==> src/rtl/flight_seq.sv <==
// Flight-phase sequencer: expands host arm/takeoff/land/move operations into
// timed altitude and direction commands, with emergency-stop override.
module flight_seq #(
    parameter int TAKEOFF_CYC = 1000,
    parameter int LAND_CYC    = 1500,
    parameter int ARM_TIMEOUT = 50000,
    parameter int DUR_W       = 16
) (
    input  logic             clk,
    input  logic             resetn,
    input  logic             estop,
    input  logic             cmd_valid,
    output logic             cmd_ready,
    input  logic [2:0]       cmd_op,
    input  logic [DUR_W-1:0] cmd_dur,
    output logic             cmd_err,
    output logic [2:0]       altcmd,
    output logic [2:0]       dircmd0,
    output logic [2:0]       dircmd1,
    output logic             armed,
    output logic [2:0]       phase
);

    typedef enum logic [2:0] {
        S_DISARMED = 3'd0,
        S_ARMED    = 3'd1,
        S_TAKEOFF  = 3'd2,
        S_HOVER    = 3'd3,
        S_MANEUVER = 3'd4,
        S_LANDING  = 3'd5,
        S_ESTOP    = 3'd6
    } state_t;

    localparam logic [2:0] OP_NOP     = 3'd0;
    localparam logic [2:0] OP_ARM     = 3'd1;
    localparam logic [2:0] OP_TAKEOFF = 3'd2;
    localparam logic [2:0] OP_LAND    = 3'd3;
    localparam logic [2:0] OP_MOVE_L  = 3'd4;
    localparam logic [2:0] OP_MOVE_R  = 3'd5;
    localparam logic [2:0] OP_MOVE_F  = 3'd6;
    localparam logic [2:0] OP_MOVE_B  = 3'd7;

    localparam logic [2:0] ALT_HOLD    = 3'b000;
    localparam logic [2:0] ALT_CLIMB   = 3'b001;
    localparam logic [2:0] ALT_DESCEND = 3'b010;
    localparam logic [2:0] ALT_CUT     = 3'b100;

    localparam logic [DUR_W-1:0] CNT_TAKEOFF = DUR_W'(TAKEOFF_CYC);
    localparam logic [DUR_W-1:0] CNT_LAND    = DUR_W'(LAND_CYC);
    localparam logic [DUR_W-1:0] CNT_ARM     = DUR_W'(ARM_TIMEOUT);
    localparam logic [DUR_W-1:0] CNT_ONE     = DUR_W'(1);

    state_t           state_q, state_d;
    logic [DUR_W-1:0] cnt_q, cnt_d;
    logic [2:0]       move_q, move_d;
    logic             cmd_ready_q, cmd_ready_d;
    logic             cmd_err_q, cmd_err_d;
    logic [2:0]       altcmd_q, altcmd_d;
    logic [2:0]       dircmd0_q, dircmd0_d;
    logic [2:0]       dircmd1_q, dircmd1_d;
    logic             armed_q, armed_d;
    logic             xfer;

    assign xfer = cmd_valid && cmd_ready_q;

    always_comb begin
        state_d   = state_q;
        cnt_d     = cnt_q;
        move_d    = move_q;
        cmd_err_d = 1'b0;
        if (estop) begin
            state_d = S_ESTOP;
            cnt_d   = '0;
        end else begin
            case (state_q)
                S_DISARMED: begin
                    cnt_d = '0;
                    if (xfer) begin
                        if (cmd_op == OP_ARM) begin
                            state_d = S_ARMED;
                            cnt_d   = CNT_ARM;
                        end else if (cmd_op != OP_NOP) begin
                            cmd_err_d = 1'b1;
                        end
                    end
                end
                // Idle expiry outranks a same-edge command transfer.
                S_ARMED: begin
                    if (cnt_q <= CNT_ONE) begin
                        state_d = S_DISARMED;
                        cnt_d   = '0;
                    end else if (xfer) begin
                        cnt_d = CNT_ARM;
                        case (cmd_op)
                            OP_TAKEOFF: begin
                                state_d = S_TAKEOFF;
                                cnt_d   = CNT_TAKEOFF;
                            end
                            OP_LAND: begin
                                state_d = S_DISARMED;
                                cnt_d   = '0;
                            end
                            OP_NOP, OP_ARM: ;
                            default: cmd_err_d = 1'b1;
                        endcase
                    end else begin
                        cnt_d = cnt_q - CNT_ONE;
                    end
                end
                S_HOVER: begin
                    cnt_d = '0;
                    if (xfer) begin
                        case (cmd_op)
                            OP_MOVE_L, OP_MOVE_R, OP_MOVE_F, OP_MOVE_B: begin
                                state_d = S_MANEUVER;
                                move_d  = cmd_op;
                                cnt_d   = (cmd_dur == '0) ? CNT_ONE : cmd_dur;
                            end
                            OP_LAND: begin
                                state_d = S_LANDING;
                                cnt_d   = CNT_LAND;
                            end
                            OP_NOP: ;
                            default: cmd_err_d = 1'b1;
                        endcase
                    end
                end
                S_TAKEOFF, S_MANEUVER, S_LANDING: begin
                    if (cnt_q <= CNT_ONE) begin
                        state_d = (state_q == S_LANDING) ? S_DISARMED : S_HOVER;
                        cnt_d   = '0;
                    end else begin
                        cnt_d = cnt_q - CNT_ONE;
                    end
                end
                default: begin
                    state_d = S_DISARMED;
                    cnt_d   = '0;
                end
            endcase
        end

        // Registered outputs are decoded from the state being entered.
        cmd_ready_d = (state_d == S_DISARMED) || (state_d == S_ARMED) || (state_d == S_HOVER);
        armed_d     = (state_d != S_DISARMED) && (state_d != S_ESTOP);
        dircmd0_d   = 3'b000;
        dircmd1_d   = 3'b000;
        case (state_d)
            S_TAKEOFF:             altcmd_d = ALT_CLIMB;
            S_LANDING:             altcmd_d = ALT_DESCEND;
            S_DISARMED, S_ESTOP:   altcmd_d = ALT_CUT;
            default:               altcmd_d = ALT_HOLD;
        endcase
        if (state_d == S_MANEUVER) begin
            case (move_d)
                OP_MOVE_L: dircmd0_d = 3'b001;
                OP_MOVE_R: dircmd0_d = 3'b010;
                OP_MOVE_F: dircmd1_d = 3'b001;
                OP_MOVE_B: dircmd1_d = 3'b010;
                default: ;
            endcase
        end
    end

    always_ff @(posedge clk or negedge resetn) begin
        if (!resetn) begin
            state_q     <= S_DISARMED;
            cnt_q       <= '0;
            move_q      <= OP_NOP;
            cmd_ready_q <= 1'b0;
            cmd_err_q   <= 1'b0;
            altcmd_q    <= ALT_CUT;
            dircmd0_q   <= 3'b000;
            dircmd1_q   <= 3'b000;
            armed_q     <= 1'b0;
        end else begin
            state_q     <= state_d;
            cnt_q       <= cnt_d;
            move_q      <= move_d;
            cmd_ready_q <= cmd_ready_d;
            cmd_err_q   <= cmd_err_d;
            altcmd_q    <= altcmd_d;
            dircmd0_q   <= dircmd0_d;
            dircmd1_q   <= dircmd1_d;
            armed_q     <= armed_d;
        end
    end

    assign cmd_ready = cmd_ready_q;
    assign cmd_err   = cmd_err_q;
    assign altcmd    = altcmd_q;
    assign dircmd0   = dircmd0_q;
    assign dircmd1   = dircmd1_q;
    assign armed     = armed_q;
    assign phase     = state_q;

endmodule
==> config.mk <==
export PLATFORM = sky130hd
export DESIGN_NAME = flight_seq
export DESIGN_NICKNAME = d
export VERILOG_FILES = /design/src/rtl/flight_seq.sv
export SDC_FILE = /design/constraint.sdc
export NUM_CORES = 1
export LEC_CHECK = 0
export CAP_MARGIN = 40
export CORE_MARGIN = 3
export CORE_UTILIZATION = 52
export CTS_CLUSTER_DIAMETER = 150
export DETAILED_ROUTE_END_ITERATION = 7
export GPL_ROUTABILITY_DRIVEN = 1
export GPL_TIMING_DRIVEN = 1
export HOLD_SLACK_MARGIN = 0.03
export PLACE_DENSITY = 0.83
export SLEW_MARGIN = 0
export SYNTH_ARGS = -nofsm -noshare
export SYNTH_HDL_FRONTEND = slang
export SYNTH_SLANG_ARGS = --single-unit
==> constraint.sdc <==
create_clock -name clk -period 2.6 [get_ports clk]
set_input_delay 0.65 -clock clk [delete_from_list [all_inputs] [get_ports clk]]
set_output_delay 0.65 -clock clk [all_outputs]
set_load 0.1 [all_outputs]
==> summary.txt, run 1 <==
Global route
  – Gr usage total: 0.246
  – Initial antenna violation count: 0
  – Global-route wire length before repair: 9.49 mm
  – Vias in the first global route: about 1,900
  – Remaining global-route overflow: 0
  – Pin count of the biggest net entering global routing: 33

Cells and area
  – # diodes: 0
  – Fraction of final layout cells sized beyond drive strength 1: 0.231
  – Multi-input gate area: 0.00118 sq mm
  – Fin area: 0.00271 sq mm
  – Nets: 310
  – Layout Cells excl Fill: 334
  – Fillers: 296
  – Area growth, synth to finish: 30.1%
  – Seq. cell area: 802 sq um

Clock tree
  – CTS Hold Buffers Added: 0
  – Clk buf depth: 2
  – CTS Root Cell: clkbuf_8
  – TritonCTS buffer count: 5
  – H-tree Lvls: 2
  – Clock transition at the registers of the reported paths: 0.07 ns
  – Worst-Skew Late Latency: 0.29 ns
  – # clock sinks: 32
  – Post-cts sizing count: 0
  – CTS tree: yes
  – Number of setup buffers added after CTS: 0

Setup path
  – Crit path max fanout: 6
  – Worst path cell trace: or4_1, buf_4, nor4b_4, a2111oi_2, a211oi_2, inv_2, o31a_1
  – CP bufs+invs: 2
  – Kind of critical path: register to register
  – Capturing element type of the critical path: register
  – Slowest-stage cell, CP: or4_1
  – CP required: 2.78 ns
  – CP arrival: 2.63 ns
  – Crit path largest cell delay: 0.60 ns
  – Crit path launch type: register
  – Crit path max-delay family: simple AND/OR/NAND/NOR gates
  – FF-to-FF setup slack: 0.15 ns

Routing
  – Router iterations before antenna repair: 4
  – Post-route ant nets: 0
  – Initial DRC Count: between 200 and 300
  – Vias/cell: about 6.1
  – Routed via count: 2,046
  – Drt drc: 0
  – Final WL: 5.65 mm
  – DR WL/cell: 16.9 um

STA
  – Max-slew headroom: 0.663
  – Highest Clock Rate: 408 MHz
  – Setup TNS: 0 ns
  – Final slew viol count: 0
  – Clk_skew: 0.00605 ns
  – Final setup viols: 0
  – Final period utilization: 0.942
  – Final hold vios: 0
  – Fin crit period: approximately 2.5 ns
  – Worst-Margin Slew: 0.506 ns
  – RSZ-0062 raised after global routing: false

Synth
  – Cell taking the most area after synthesis: dfrtp_1
  – Top cell type's share of synthesized area: 0.373
  – Synth top area cells: dfrtp_1, a21oi_1, nor4_1
  – Mapped Area: 0.00208 sq mm
  – Number of flops mapped to enable cells by yosys: 0
  – Yosys warns: 0
  – Most numerous cell in the Yosys netlist: dfrtp_1
  – Syn Area/Cell: 8.96 sq um
  – Yosys cell types: 60
  – Synth Register Bits: 32
  – Commonest cells post-synth: dfrtp_1, a21oi_1, nor2_1
  – Sequential area share after synthesis: 0.386
  – Synth Flop Type: dfrtp_1
  – Post-synth ARST share: 1.00
  – Post-Synthesis Cells: approximately 230

Floorplanning
  – # rows: 22
  – Core footprint: 0.00374 sq mm
  – Die H: 69.2 um
  – Die width: 69.2 um
  – Die ar.: 0.00479 sq mm
  – Initial Util: 0.555
  – Ports: 38

Place
  – Placed cell count: about 330
  – Post-DP Area: 0.00258 sq mm
  – GP Congestion: ~0.94
  – Dpl hpwl: 4.29 mm
  – PortBufs: 35

Run
  – Max Cap Viol: 0

Hold path
  – Hold WC Path Type: register to register

Status
  – Outcome: complete, no violations
## cell usage in the layout, fill, tap and decap left out, types with 3 or more instances in the layout
master | Yosys | layout
a21o_1 | 3 | 3
a21oi_1 | 20 | 20
a221oi_1 | 4 | 4
a22oi_1 | 6 | 6
a31oi_1 | 5 | 5
and2_1 | 3 | 3
buf_4 | 2 | 39
clkbuf_8 | 0 | 7
clkdlybuf4s50_1 | 0 | 22
dfrtp_1 | 31 | 31
inv_1 | 6 | 6
nand2_1 | 15 | 15
nand2b_1 | 7 | 7
nand3_1 | 4 | 4
nor2_1 | 17 | 17
nor2b_1 | 4 | 4
nor3_1 | 6 | 6
nor4_1 | 14 | 14
o21ai_0 | 4 | 4
o31ai_1 | 3 | 3
or3b_2 | 3 | 3
or4_1 | 3 | 3
xor2_1 | 9 | 9
## cell families after synthesis
logic type      after synthesis  synth area share
compound gates               65             0.224
xor+xnor                     11            0.0463
fa+ha+maj                     2            0.0120
buf+inv                      23            0.0493
flops                        32             0.386
mux                           2           0.00963
other cells                   1           0.00180
simple gates                 96             0.271
## path summary, 6_finish.rpt
path                            from        end  cells past startpoint
min in group asynchronous     resetn   cnt_q[8]                      2
setup / recovery            cnt_q[5]      armed                      7
max in group asynchronous     resetn  altcmd[2]                      2
setup reg to reg            cnt_q[5]      armed                      7
hold reg to reg            move_q[2]  move_q[2]                      1
hold / removal             move_q[2]  move_q[2]                      1
## sequential cells by signal, summed over array words and instances (netlist names)
name,cells
dircmd1,2
armed,1
cmd_ready,1
cnt_q,16
cmd_err,1
altcmd,3
dircmd0,2
phase,3
move_q,3
## cell type report
class                      count  share of cell area
multi-input combinational    178               0.436
inverter                       7             0.00971
timing repair buffer          61               0.190
sequential                    32               0.296
tap                           48              0.0222
clock buffer                   7              0.0356
clock inverter                 1              0.0111
## routing by layer
layer,track usage,share of wire
met4,0.0824,0.018
met3,0.0435,0.064
met1,0.360,0.45
met5,0,0
met2,0.368,0.47
## metrics by stage
stage                util  setup slack, ns  hold WS (ns)
floorplan               -            0.160         0.354
finish              0.723            0.150         0.521
detailed placement  0.689           0.0135         0.495
global placement    0.689           0.0615         0.489
CTS                 0.723            0.138         0.515
global route        0.723           0.0286         0.537
Power of run 1 is not shown: default switching activity piles up to over one toggle a cycle in this logic, so the estimate is an artifact.
==> inputs of run 2 (changes only) <==
--- a/config.mk
+++ b/config.mk
@@ -14,6 +14,7 @@
 export GPL_TIMING_DRIVEN = 1
 export HOLD_SLACK_MARGIN = 0.03
 export PLACE_DENSITY = 0.83
+export RECOVER_POWER = 100
 export SLEW_MARGIN = 0
 export SYNTH_ARGS = -nofsm -noshare
 export SYNTH_HDL_FRONTEND = slang
==> summary.txt, run 2 (same netlist as run 1, synthesis figures left out) <==
Cells and area
  – Layout Cells excl Fill: 334
  – Commonest non-fill, non-tap cell in the layout: dfrtp_1
  – Fraction of final layout cells sized beyond drive strength 1: 0.196
  – Fin area: 0.00265 sq mm
  – # diodes: 0
  – Largest register by flop count: cnt_q
  – Max FFs per register: 16
  – Area growth, synth to finish: 27.4%
  – Fin util: 0.708
  – Nets: 310
  – Most frequent cells in the layout: dfrtp_1, buf_4, a21oi_1, clkdlybuf4s50_1, nor2_1

Place
  – Dpl hpwl: 4.29 mm
  – Post-DP Area: around 0.0026 sq mm
  – PortBufs: 35
  – Placed cell count: 326
  – GP Congestion: 0.940

Floorplanning
  – Die width: 69.2 um
  – Initial Util: 0.555
  – # rows: 22
  – Core footprint: 0.00374 sq mm
  – Die ar.: 0.00479 sq mm
  – Die H: ~69 um
  – Ports: 38

Routing
  – Routed via count: 2,027
  – Final WL: 5.65 mm
  – Initial DRC Count: 210
  – DR WL/cell: 16.9 um
  – Drt drc: 0
  – Post-route ant nets: 0
  – Vias/cell: 6.07
  – Router iterations before antenna repair: 4

STA
  – Final setup viols: 0
  – Clk_skew: 0.00646 ns
  – Final slew viol count: 0
  – Final period utilization: 0.956
  – Highest Clock Rate: about 400 MHz
  – Max-slew headroom: 0.225
  – Fin crit period: approximately 2.5 ns
  – Final hold vios: 0
  – Setup TNS: 0 ns
  – RSZ-0062 raised after global routing: false
  – Worst-Margin Slew: approximately 1.2 ns

Hold path
  – Hold WC Path Type: register to register

Clock tree
  – CTS Hold Buffers Added: 0
  – Clock transition at the registers of the reported paths: 0.07 ns
  – Worst-Skew Late Latency: 0.29 ns
  – Number of setup buffers added after CTS: 0
  – Post-cts sizing count: 0
  – TritonCTS buffer count: 5
  – CTS tree: yes
  – Clk buf depth: 2
  – H-tree Lvls: 2
  – CTS Root Cell: clkbuf_8
  – # clock sinks: 32

Global route
  – Global-route wire length before repair: ~9.5 mm
  – Remaining global-route overflow: 0
  – Vias in the first global route: just under 2,000
  – Gr usage total: 0.246
  – Pin count of the biggest net entering global routing: 33
  – Initial antenna violation count: 0

Setup path
  – Kind of critical path: primary input to register
  – Crit path launch type: primary input
  – Capturing element type of the critical path: register
  – CP arrival: 2.69 ns
  – Crit path max fanout: 9
  – CP required: 2.81 ns

Status
  – Outcome: complete, no violations

Run
  – Max Cap Viol: 0
-- run 2: per-stage QoR --
step / hold slack [ns] / setup WS (ns)
2_1_floorplan: 0.354 / 0.160
3_3_place_gp: 0.489 / 0.0615
3_5_place_dp: 0.495 / 0.0135
4_1_cts: 0.515 / 0.138
5_1_grt: 0.537 / 0.0261
6_report: 0.522 / 0.115
-- run 2: final cells by class --
type / instances / area (sq um)
multi-input cells: 178 / 1170
fillers: 311 / 1090
flip-flops and latches: 32 / 802
repair buffers: 61 / 462
clock buffers: 7 / 96.3
well taps: 48 / 60.1
clock inverters: 1 / 30.0
inverters: 7 / 26.3
-- run 2: metal layers --
| layer | wire length (um) | GRT usage | vias to the layer above |
|---|---|---|---|
| met1 | 2570 | 0.360 | 989 |
| met3 | 295 | 0.0435 | 13 |
| met4 | 102 | 0.0824 | 0 |
| li1 | - | - | 970 |
| met5 | 0 | 0 | - |
| met2 | 2680 | 0.368 | 55 |
-- run 2: worst paths after layout --
check                      startpoint         to  slack (ns)  depth (start not counted)
max in group asynchronous      resetn  cnt_q[13]        1.12                          2
max                         cmd_op[2]   cnt_q[5]        0.12                          7
min                         move_q[2]  move_q[2]        0.52                          1
max reg2reg                  cnt_q[5]      armed        0.16                          7
min reg2reg                 move_q[2]  move_q[2]        0.52                          1
min in group asynchronous      resetn   cnt_q[8]        0.97                          2
-- run 2: critical path, cell delays in order --
cell	delay, ns
dlygate4sd3_1	0.68
nand3_1	0.15
nor2_1	0.19
and2_0	0.54
buf_4	0.23
nand2_1	0.07
a31oi_1	0.18
Power of run 2 is left out for the same reason.
==> inputs of run 3 (changes only) <==
--- a/config.mk
+++ b/config.mk
@@ -6,7 +6,7 @@
 export NUM_CORES = 1
 export LEC_CHECK = 0
 export CAP_MARGIN = 40
-export CORE_MARGIN = 3
+export CORE_MARGIN = 5
 export CORE_UTILIZATION = 52
 export CTS_CLUSTER_DIAMETER = 150
 export DETAILED_ROUTE_END_ITERATION = 7
==> summary.txt, run 3 (same netlist as run 1, synthesis figures left out) <==
Clock tree
  – CTS tree: yes
  – H-tree Lvls: 2
  – Post-cts sizing count: 0
  – Clock transition at the registers of the reported paths: 0.07 ns
  – TritonCTS buffer count: 5
  – Worst-Skew Late Latency: 0.29 ns
  – # clock sinks: 32
  – CTS Hold Buffers Added: 0
  – Clk buf depth: 2
  – CTS Root Cell: clkbuf_8
  – Number of setup buffers added after CTS: 0

Routing
  – Routed via count: 2,086
  – Routed wl met3: 416 um
  – M1 WL: ~2.5 mm
  – Router iterations before antenna repair: 5
  – Final WL: ~6 mm
  – Initial DRC Count: 244
  – Met2 wire length: 2.84 mm
  – Vias/cell: 6.21
  – Drt drc: 0
  – Highest Signal Layer: met4
  – DR WL/cell: 17.4 um
  – Post-route ant nets: 0

Cells and area
  – Area growth, synth to finish: 25.2%
  – Most frequent cells in the layout: dfrtp_1, a21oi_1, clkdlybuf4s50_1
  – Max FFs per register: 16
  – Commonest non-fill, non-tap cell in the layout: dfrtp_1
  – Nets: 310
  – # diodes: 0
  – Largest register by flop count: cnt_q
  – Fillers: 329
  – Fraction of final layout cells sized beyond drive strength 1: 0.175

Hold path
  – Hold WC Path Type: register to register

Floorplanning
  – Ports: 38
  – Die ar.: 0.00536 sq mm
  – Initial Util: 0.527
  – Die H: 73.2 um
  – Core footprint: 0.00394 sq mm
  – # rows: 23
  – Die width: 73.2 um

STA
  – Final hold vios: 0
  – Fin crit period: about 2.4 ns
  – Final slew viol count: 0
  – RSZ-0062 raised after global routing: false
  – Clk_skew: ~0.0096 ns
  – Worst-Margin Slew: 1.17 ns
  – Highest Clock Rate: ~400 MHz
  – Final setup viols: 0
  – Final period utilization: 0.940
  – Max-slew headroom: 0.223
  – Setup TNS: 0 ns

Global route
  – Pin count of the biggest net entering global routing: 33
  – Remaining global-route overflow: 0
  – Vias in the first global route: 2,020
  – Gr usage total: 0.227
  – Global-route wire length before repair: 9.45 mm
  – Initial antenna violation count: 0

Setup path
  – Crit path launch type: register
  – Kind of critical path: register to register
  – CP arrival: 2.64 ns
  – CP required: ~2.8 ns
  – Crit path max fanout: 5
  – Capturing element type of the critical path: register

Run
  – Max Cap Viol: 0

Place
  – PortBufs: 35
  – GP Congestion: 0.988
  – Dpl hpwl: 4.42 mm

Status
  – Outcome: complete, no violations
run 3: cell types whose count changed in the layout (fill, tap and decap cells not counted):
cell | previous run | this run
clkbuf_1 | 9 | 14
buf_4 | 22 | 18
clkinv_2 | 0 | 2
a2111oi_1 | 1 | 0
a2111oi_2 | 0 | 1
and2_0 | 1 | 0
and2_1 | 2 | 3
bufinv_16 | 1 | 0
clkbuf_4 | 1 | 0
clkbuf_8 | 7 | 6
inv_1 | 6 | 7
inv_2 | 1 | 0
nand2_1 | 15 | 16
nand2_2 | 1 | 0
run 3: metal layers:
| metal | vias to the layer above | global-route usage |
|---|---|---|
| met5 | - | 0 |
| met3 | 12 | 0.0455 |
| li1 | 972 | - |
| met2 | 96 | 0.361 |
| met4 | 0 | 0.0922 |
| met1 | 1006 | 0.301 |
run 3: final cells by class:
type                    instances  area [sq um]  share of cell area
clock buffers                   6          82.6              0.0317
repair buffers                 61           443               0.170
clock inverters                 2          10.0             0.00385
inverters                       7          26.3              0.0101
well taps                      50          62.6              0.0240
flip-flops and latches         32           802               0.308
multi-input cells             178          1180               0.452
run 3: final timing paths:
| check | startpoint | endpoint | slack [ns] | cells past startpoint |
|---|---|---|---|---|
| worst max-delay path | cnt_q[4] | altcmd[0] | 0.16 | 6 |
| worst min-delay path | move_q[2] | move_q[2] | 0.51 | 1 |
| worst max register to register | cnt_q[4] | altcmd[0] | 0.16 | 6 |
| worst min register to register | move_q[2] | move_q[2] | 0.51 | 1 |
| max in group asynchronous | resetn | cnt_q[7] | 1.11 | 2 |
| min in group asynchronous | resetn | armed | 0.97 | 2 |
run 3: metrics by stage:
stage	cells	hold WS [ns]	utilization	cell area, sq um	worst slack (ns)
2_1_floorplan	233	0.354	-	2080	0.160
3_3_place_gp	328	0.494	0.655	2580	0.0578
3_5_place_dp	328	0.495	0.655	2580	-0.0266
4_1_cts	336	0.508	0.679	2680	0.117
5_1_grt	336	0.527	0.660	2600	0.0300
6_report	336	0.511	0.660	2600	0.157
run 3: worst max-delay path, stage by stage, from the launching register on:
cell      delay [ns]
dfrtp_1         0.39
or4_1           0.62
clkbuf_1        0.18
nor4b_4         0.36
nand2_1         0.18
o311a_1         0.39
a211oi_1        0.23
Power of run 3 is left out for the same reason.
